--- src/rtl/mini_mem_bist.sv ---
// Memory BIST initiator: writes a pattern to every RAM address, reads it back and reports mismatches.
// Optional MEM_BIST_ERR_INJECT_EN adds i_inj_en/i_inj_addr to corrupt bit 0 of one written word.
module mini_mem_bist #(
    parameter int         AW     = 8,
    parameter int         RD_LAT = 1,
    parameter logic [7:0] SEED   = 8'hA5
) (
    input  logic          clk,
    input  logic          rst,
    input  logic          i_start,
    input  logic [1:0]    i_mode,
`ifdef MEM_BIST_ERR_INJECT_EN
    input  logic          i_inj_en,
    input  logic [AW-1:0] i_inj_addr,
`endif
    output logic [AW-1:0] o_addr,
    output logic [7:0]    o_data_wr,
    output logic          o_wr,
    output logic          o_rd,
    input  logic [7:0]    i_data_rd,
    output logic          o_busy,
    output logic          o_done,
    output logic          o_pass,
    output logic [15:0]   o_err_cnt,
    output logic [AW-1:0] o_fail_addr
);

    typedef enum logic [2:0] {
        S_IDLE,
        S_WRITE,
        S_READ,
        S_DRAIN,
        S_DONE
    } state_t;

    localparam logic [AW-1:0] LAST_ADDR = {AW{1'b1}};

    state_t        state_q;
    logic [AW-1:0] cnt_q;
    logic [2:0]    drain_q;
    logic [7:0]    lfsr_q;
    logic [7:0]    lfsr_d;
    logic [1:0]    mode_q;

    logic [AW-1:0] addr_q;
    logic [7:0]    data_wr_q;
    logic          wr_q;
    logic          rd_q;
    logic          busy_q;
    logic          done_q;
    logic          pass_q;
    logic [15:0]   err_cnt_q;
    logic [15:0]   err_cnt_d;
    logic [AW-1:0] fail_addr_q;
    logic [AW-1:0] fail_addr_d;

    // Stage 0 is loaded alongside o_rd; stage RD_LAT lines up with i_data_rd.
    logic          exp_vld_q;
    logic [7:0]    exp_data_q;
    logic [AW-1:0] exp_addr_q;
    logic [RD_LAT:1] pipe_vld_q;
    logic [7:0]    pipe_data_q [1:RD_LAT];
    logic [AW-1:0] pipe_addr_q [1:RD_LAT];

    logic [7:0]    pat_cur;
    logic [7:0]    inj_mask;
    logic          mismatch;

    function automatic logic [7:0] pattern(input logic [1:0] m, input logic [AW-1:0] a,
                                           input logic [7:0] l);
        logic [7:0] p;
        case (m)
            2'd0:    p = 8'(a);
            2'd1:    p = ~8'(a);
            2'd2:    p = l;
            default: p = a[0] ? 8'hAA : 8'h55;
        endcase
        return p;
    endfunction

    assign pat_cur = pattern(mode_q, cnt_q, lfsr_q);
    assign lfsr_d  = {lfsr_q[6:0], lfsr_q[7] ^ lfsr_q[5] ^ lfsr_q[4] ^ lfsr_q[3]};

`ifdef MEM_BIST_ERR_INJECT_EN
    assign inj_mask = (i_inj_en && (cnt_q == i_inj_addr)) ? 8'h01 : 8'h00;
`else
    assign inj_mask = 8'h00;
`endif

    always_comb begin
        mismatch    = pipe_vld_q[RD_LAT] && (i_data_rd != pipe_data_q[RD_LAT]);
        err_cnt_d   = err_cnt_q;
        fail_addr_d = fail_addr_q;
        if (mismatch && (err_cnt_q != 16'hFFFF)) begin
            err_cnt_d = err_cnt_q + 16'd1;
        end
        if (mismatch && (err_cnt_q == 16'd0)) begin
            fail_addr_d = pipe_addr_q[RD_LAT];
        end
    end

    always_ff @(posedge clk) begin
        if (rst) begin
            state_q     <= S_IDLE;
            cnt_q       <= '0;
            drain_q     <= '0;
            lfsr_q      <= SEED;
            mode_q      <= '0;
            addr_q      <= '0;
            data_wr_q   <= '0;
            wr_q        <= 1'b0;
            rd_q        <= 1'b0;
            busy_q      <= 1'b0;
            done_q      <= 1'b0;
            pass_q      <= 1'b0;
            err_cnt_q   <= '0;
            fail_addr_q <= '0;
            exp_vld_q   <= 1'b0;
            exp_data_q  <= '0;
            exp_addr_q  <= '0;
        end else begin
            wr_q        <= 1'b0;
            rd_q        <= 1'b0;
            busy_q      <= 1'b0;
            done_q      <= 1'b0;
            exp_vld_q   <= 1'b0;
            err_cnt_q   <= err_cnt_d;
            fail_addr_q <= fail_addr_d;
            case (state_q)
                S_IDLE: begin
                    if (i_start) begin
                        mode_q      <= i_mode;
                        err_cnt_q   <= '0;
                        fail_addr_q <= '0;
                        pass_q      <= 1'b0;
                        cnt_q       <= '0;
                        lfsr_q      <= SEED;
                        state_q     <= S_WRITE;
                    end
                end
                S_WRITE: begin
                    wr_q      <= 1'b1;
                    busy_q    <= 1'b1;
                    addr_q    <= cnt_q;
                    data_wr_q <= pat_cur ^ inj_mask;
                    cnt_q     <= cnt_q + AW'(1);
                    lfsr_q    <= lfsr_d;
                    if (cnt_q == LAST_ADDR) begin
                        cnt_q   <= '0;
                        lfsr_q  <= SEED;
                        state_q <= S_READ;
                    end
                end
                S_READ: begin
                    rd_q       <= 1'b1;
                    busy_q     <= 1'b1;
                    addr_q     <= cnt_q;
                    exp_vld_q  <= 1'b1;
                    exp_data_q <= pat_cur;
                    exp_addr_q <= cnt_q;
                    cnt_q      <= cnt_q + AW'(1);
                    lfsr_q     <= lfsr_d;
                    if (cnt_q == LAST_ADDR) begin
                        cnt_q   <= '0;
                        drain_q <= '0;
                        state_q <= S_DRAIN;
                    end
                end
                S_DRAIN: begin
                    // The final edge here also retires the last compare, so pass uses err_cnt_d.
                    if (drain_q == 3'(RD_LAT)) begin
                        done_q  <= 1'b1;
                        pass_q  <= (err_cnt_d == 16'd0);
                        state_q <= S_DONE;
                    end else begin
                        busy_q  <= 1'b1;
                        drain_q <= drain_q + 3'd1;
                    end
                end
                default: begin
                    state_q <= S_IDLE;
                end
            endcase
        end
    end

    always_ff @(posedge clk) begin
        if (rst) begin
            pipe_vld_q <= '0;
            for (int i = 1; i <= RD_LAT; i++) begin
                pipe_data_q[i] <= '0;
                pipe_addr_q[i] <= '0;
            end
        end else begin
            pipe_vld_q[1]  <= exp_vld_q;
            pipe_data_q[1] <= exp_data_q;
            pipe_addr_q[1] <= exp_addr_q;
            for (int i = 2; i <= RD_LAT; i++) begin
                pipe_vld_q[i]  <= pipe_vld_q[i-1];
                pipe_data_q[i] <= pipe_data_q[i-1];
                pipe_addr_q[i] <= pipe_addr_q[i-1];
            end
        end
    end

    assign o_addr      = addr_q;
    assign o_data_wr   = data_wr_q;
    assign o_wr        = wr_q;
    assign o_rd        = rd_q;
    assign o_busy      = busy_q;
    assign o_done      = done_q;
    assign o_pass      = pass_q;
    assign o_err_cnt   = err_cnt_q;
    assign o_fail_addr = fail_addr_q;

endmodule

--- config.mk ---
export PLATFORM = sky130hd
export DESIGN_NAME = mini_mem_bist
export DESIGN_NICKNAME = d
export VERILOG_FILES = /design/src/rtl/mini_mem_bist.sv
export SDC_FILE = /design/constraint.sdc
export NUM_CORES = 1
export LEC_CHECK = 0
export BUFFER_PORTS_ARGS = -buffer_cell sky130_fd_sc_hd__buf_4
export CAP_MARGIN = 10
export CORE_MARGIN = 2
export CORE_UTILIZATION = 57
export DETAILED_ROUTE_END_ITERATION = 7
export GPL_TIMING_DRIVEN = 0
export PLACE_DENSITY_LB_ADDON = 0.25
export SETUP_SLACK_MARGIN = 0.2
export SYNTH_ARGS = -nofsm -noshare
export SYNTH_HDL_FRONTEND = slang
export SYNTH_SLANG_ARGS = --single-unit
--- constraint.sdc ---
create_clock -name clk -period 2.58 [get_ports clk]
set_input_delay 0.516 -clock clk [delete_from_list [all_inputs] [get_ports clk]]
set_output_delay 0.516 -clock clk [all_outputs]
set_load 0.02 [all_outputs]
## Word level (Yosys, flattened, before mapping)

Memories as Yosys holds them, arrays and structs flattened.
Cells that the tools add are included.

| word-level totals | value |
|---|---|
| register bits | 86 |
| RAM bits | 16 |
| bits of input ports | 13 |
| output and inout port bits | 45 |
| memories | 2 |

| operators by class | value |
|---|---|
| add/sub/neg operators | 3 |
| equal/unequal tests | 14 |
| mux-type cells | 35 |
| bitwise operators | 7 |
| reductions and logical operators | 19 |

Memories:

| memory | words | bits a word | rd ports | clocked after Yosys merged registers in | write ports | line | source |
|---|---|---|---|---|---|---|---|
| pipe_addr_q | 1 | 8 | 1 | 0 | 1 | 63 | `logic [AW-1:0] pipe_addr_q [1:RD_LAT];` |
| pipe_data_q | 1 | 8 | 1 | 0 | 1 | 62 | `logic [7:0] pipe_data_q [1:RD_LAT];` |

Operators with widths:

| kind | number |
|---|---|
| 2-to-1 mux 8 bit | 10 |
| 2-to-1 mux 16 bit | 3 |
| one-hot mux 8 bit (3 select lines) | 2 |
| zero test 16 bit | 2 |
| 2-to-1 mux 3 bit | 6 |
| adder 16 x 1 -> 16 bit, second input constant | 1 |
| inequality test 16 bit, second input constant | 1 |
| one-hot mux 8 bit (2 select lines) | 1 |
| one-hot mux 3 bit (4 select lines) | 1 |
| inequality test 2 bit, second input constant | 5 |
| 2-to-1 mux 1 bit | 9 |
| adder 8 x 1 -> 8 bit, second input constant | 1 |
| == test 8 bit, second input constant | 1 |
| inequality test 8 bit | 1 |
| NOT 8 bit | 1 |
| == test 3 x 1 -> 1 bit, second input constant | 2 |
| == test 3 x 2 -> 1 bit, second input constant | 2 |
| one-hot mux 3 bit (2 select lines) | 1 |
| AND reduction 2 bit | 3 |
| AND reduction 3 bit | 2 |
| nonzero test 2 bit | 3 |
| one-hot mux 1 bit (2 select lines) | 2 |
| AND reduction 4 bit | 1 |
| OR reduction 2 bit | 2 |
| other kinds (10) | 15 |

## Depth between registers and ports, before layout

An unclocked memory read counts as a cell.

| logic depth | value |
|---|---|
| depth in word-level cells | 8 |
| mapped depth | 10 |
| mapped depth without buffers | 8 |

## Least setup slack after synthesis

OpenSTA, ideal clock, no wires.

| path | value |
|---|---|
| path type | register to register |
| start | register err_cnt_q[0] (netlist: o_err_cnt[0]) |
| end | register pass_q (netlist: o_pass) |
| library setup time | 0.058 ns |
| arrival | 2.135 ns |
| slack | 0.387 ns |
| cell stages (with the launch flop) | 10 |
| buffers on the path | 1 |
| period minus slack after synthesis | 2.193 ns |
| path through | dfxtp_1 > ha_1 > buf_6 > and4_1 > nand3_2 > xor2_1 > a31oi_1 > or3_1 > a211oi_1 > a21o_1 |

| between the ends | value |
|---|---|
| longest elaborated chain between the ends | 6 |
| elaborated cells on any way between the ends | 7 |

Ends and longest elaborated chain:

| element | line | source |
|---|---|---|
| from (decl) | 52 | `logic [15:0] err_cnt_q;` |
| from (signal assigned) | 127 | `err_cnt_q <= err_cnt_d;` |
| parallel branches: the longest is 2 deep, another holds adder 16 x 1 -> 16 bit | n/a |  |
| 2-to-1 mux 16 bit (*) | 94 | `if (mismatch && (err_cnt_q != 16'hFFFF)) begin` |
| zero test 16 bit (*) | 173 | `pass_q <= (err_cnt_d == 16'd0);` |
| 2-to-1 mux 1 bit (*) | 171 | `if (drain_q == 3'(RD_LAT)) begin` |
| one-hot mux 1 bit (2 select lines) (*) | 129 | `case (state_q)` |
| to (signal assigned) | 173 |  |
| to (decl) | 51 | `logic pass_q;` |

Mark *: on every way between the ends. The select of a mux whose other input is x is not followed.
A chain may end at the register's enable or synchronous reset.

## Final worst setup path

Same ends and word-level chain as after synthesis.

==> qor.csv <==
stage,metric,value,unit
clock_tree,clk_lat worst skew,0.37,ns
route,WL final,9930,microns
route,drt first pass iters,4,
logic_synthesis,Mapped Nets,530,
power,maximum vdd ir drop,0.391,mV
layout,Layout Nets,598,
setup_path,critical path launch point type,flip-flop,
setup_path,CP Capture Type,flip-flop,
route,routed len/inst,14.5,microns
power,pwr/cell area,550,mW/mm^2
logic_synthesis,Yosys top cell by area,dfxtp_1,
job,Max Cap Viol,0,
logic_synthesis,Mean Syn Cell Area,8.70,sq um
setup_path,Worst Path Arrival,2.59,ns
layout,most frequent cells in the layout,"98 x dfxtp_1, 63 x nor2_1, 63 x nand2_1",
floorplanning,die span in x,92.4,microns
power,Internal Power,0.00214,W
route,via count,3761,
power,register share of total power,56.1,%
timing,Final min period,2.27,ns
clock_tree,post-cts hold buffer count,0,
logic_synthesis,Syn Inst Count,512,
global_route,met3 GRT Util,3.82,%
global_route,largest net degree at the start of global routing,20,
clock_tree,# clock sinks,102,
clock_tree,clock-pin transition on the worst setup and hold timing paths,0.10,ns
floorplanning,core area,0.00765,sq mm
layout,area of the multi-input gates,0.00223,sq mm
floorplanning,die area,0.00854,sq mm
global_route,gr usage total,24.7,%
route,number of vias per cell,5.47,
route,Residual DRC,0,
hold_path,Hold Path Class,primary input to flip-flop,
layout,"most common cell after layout, fill and taps aside",dfxtp_1,
logic_synthesis,Cell variety after synth,60,
timing,Final WS setup,0.314,ns
logic_synthesis,sequential area share after synthesis,45.8,%
clock_tree,CTS tree,built,
layout,fillcell total,622,
layout,synthesis-to-finish area growth,17.7,%
placed_design,DP Worst Slack,0.0443,ns
logic_synthesis,Post-synth EDFFs,0,
logic_synthesis,area share of the largest cell type after synthesis,45.8,%
route,DRT antenna net count,0,
timing,endpoints failing setup,0,
timing,max_slew headroom,45.9,%
logic_synthesis,Synth Cell Area,0.00446,sq mm
timing,TNS Setup,0,ns
timing,RSZ-0062 raised after global routing,yes,
floorplanning,Die Ht,92.4,microns
layout,total area of sequential cells,0.00205,sq mm
power,Sw Ratio,25.6,%
clock_tree,Post-CTS Setup Bufs,0,
power,Clk pwr share,36.8,%
power,leakage dissipation,2.09,nW
timing,Final Max Slew Viols,0,
setup_path,Required @ worst endpoint,2.91,ns
timing,fmax,441,MHz
floorplanning,Starting Density,58.3,%
global_route,total gr overflow,0,
global_route,initial antenna violation count,0,
power,share of total power in combinational logic,7.1,%
setup_path,worst setup path class,flip-flop to flip-flop,
global_route,met2 Track Usage GR,41.3,%
clock_tree,CTS buffer count,9,
layout,share of post-route cells with drive strength above 1,19.0,%
global_route,first-pass GRT wire length,16700,microns
setup_path,CP Max Fanout,7,
timing,clk_skew,0.0109,ns
logic_synthesis,post-synthesis async set-or-reset flop share,0,%
global_route,vias in the first global route,3485,
placed_design,IO buf count,57,
placed_design,routability cong.,0.875,
clock_tree,Max Buffers Root-to-Sink,2,
layout,Ant. Diodes,0,
placed_design,HPWL Detailed,7280,microns
logic_synthesis,Synth area leaders,"dfxtp_1 46%, nand2_1 5.4%, nor2_1 5.3%",
route,1st-iter DRT viols,158,
outcome,run status,completed,
power,Net Switching,0.000739,W
logic_synthesis,#FFs+latches synth,102,
logic_synthesis,top_reg_cell synth,dfxtp_1,
timing,final hold vios,0,
logic_synthesis,YS warnings,0,
timing,fin crit share,87.8,%
global_route,met1 usage,32.2,%
floorplanning,Boundary Pins,58,
floorplanning,row cnt,32,
clock_tree,CTS H-tree depth,3,
timing,worst-margin pin slew,0.805,ns
clock_tree,CTS root buf,clkbuf_8,
global_route,GRT Max-Usage Layer,met2,
-- Yosys cell counts, types with 2 or more instances --
cell type and instances:
buf_2 7, a21oi_1 36, nand2b_1 6, a22oi_1 5, a311oi_1 2, nand4_1 5, o22ai_1 4, nand4_2 2
nor2_1 63, buf_4 2, nor2b_1 20, nor4_1 4, and3_1 7, ha_1 5, o21ai_0 16, clkbuf_1 19
dfxtp_1 102, and2_1 2, xnor2_1 24, buf_6 3, o211ai_1 8, a31oi_1 2, inv_1 6, nor3b_1 5
nand3_1 13, buf_1 3, xor2_1 14, a21boi_0 3, nand2_1 64, o22a_1 8, mux2i_1 12, nor3_1 11
or2_2 2
-- cells by family after synthesis --
group,count (synthesis),share of synthesized area [%]
xor gates and xnor gates,38,7.47
adders and majority gates,5,1.40
DFF,102,45.8
and+or+nand+nor,220,25.0
AOI/OAI and AO/OA,92,12.9
muxes,13,2.95
buffers and inverters,42,4.44
-- path summary, 6_finish.rpt --
check        depth (start not counted)                end          from  slack, ns
min reg2reg                          2          o_addr[0]     o_addr[0]       0.46
max                                  9             o_pass  o_err_cnt[0]       0.31
min                                  2  pipe_addr_q[1][1]           rst       0.36
max reg2reg                          9             o_pass  o_err_cnt[0]       0.31
-- critical path, stage by stage (launching register included) --
cell and delay (ns):
dfxtp_2 0.41, ha_1 0.18, buf_6 0.13, and4_2 0.30, nand3_2 0.15, xor2_1 0.19
a31oi_1 0.09, or3_1 0.37, a211oi_2 0.26, a21o_1 0.14
-- sequential cells by signal, summed over array words and instances (netlist names), 2 cells and up --
register and flops:
pipe_data_q 8, state_q 3, cnt_q 8, o_data_wr 8
exp_addr_q 8, lfsr_q 8, drain_q 3, mode_q 2
exp_data_q 8, o_addr 8, o_err_cnt 16, o_fail_addr 8
pipe_addr_q 8
-- area by class of cell --
cell class                 count  area share (%)
clock buffer                   9            2.36
buffer                        35            3.27
multi-input combinational    368            42.5
tap                          102            2.43
inverter                       7           0.501
timing repair buffer          57            8.16
clock inverter                 7            1.74
sequential                   102            39.0
-- through the flow --
step                hold slack (ns)  total power [W]  utilization, %  cell area, sq um  std cells
floorplan                     0.432          0.00178               -              4460        512
global placement              0.440          0.00185            65.5              5010        671
detailed placement            0.447          0.00185            65.5              5010        671
CTS                           0.345          0.00290            68.4              5230        687
global route                  0.352          0.00299            68.6              5250        687
finish                        0.356          0.00288            68.6              5250        687
-- per-layer routing --
| metal | share of wire (%) | wire length (microns) | vias up |
|---|---|---|---|
| met5 | 0 | 0 | - |
| met4 | 2.1 | 209 | 0 |
| met3 | 5.0 | 493 | 18 |
| met2 | 47 | 4710 | 114 |
| met1 | 45 | 4520 | 1753 |
| li1 | - | - | 1876 |
-- power by group through the flow --
stage | sequential, W | combinational (W) | clock, W
after detailed placement | 0.00165 | 0.000202 | 0
final | 0.00162 | 0.000205 | 0.00106
after floorplan | 0.00166 | 0.000127 | 0
after CTS | 0.00162 | 0.000204 | 0.00108
after global placement | 0.00165 | 0.000197 | 0
after global routing | 0.00162 | 0.000229 | 0.00114
-- what timing repair did --
action	in CTS	in global routing
pin swaps	0	0
gates resized for setup	2	6
setup endpoints to repair	2	2
(Power assumes the default switching activity.)
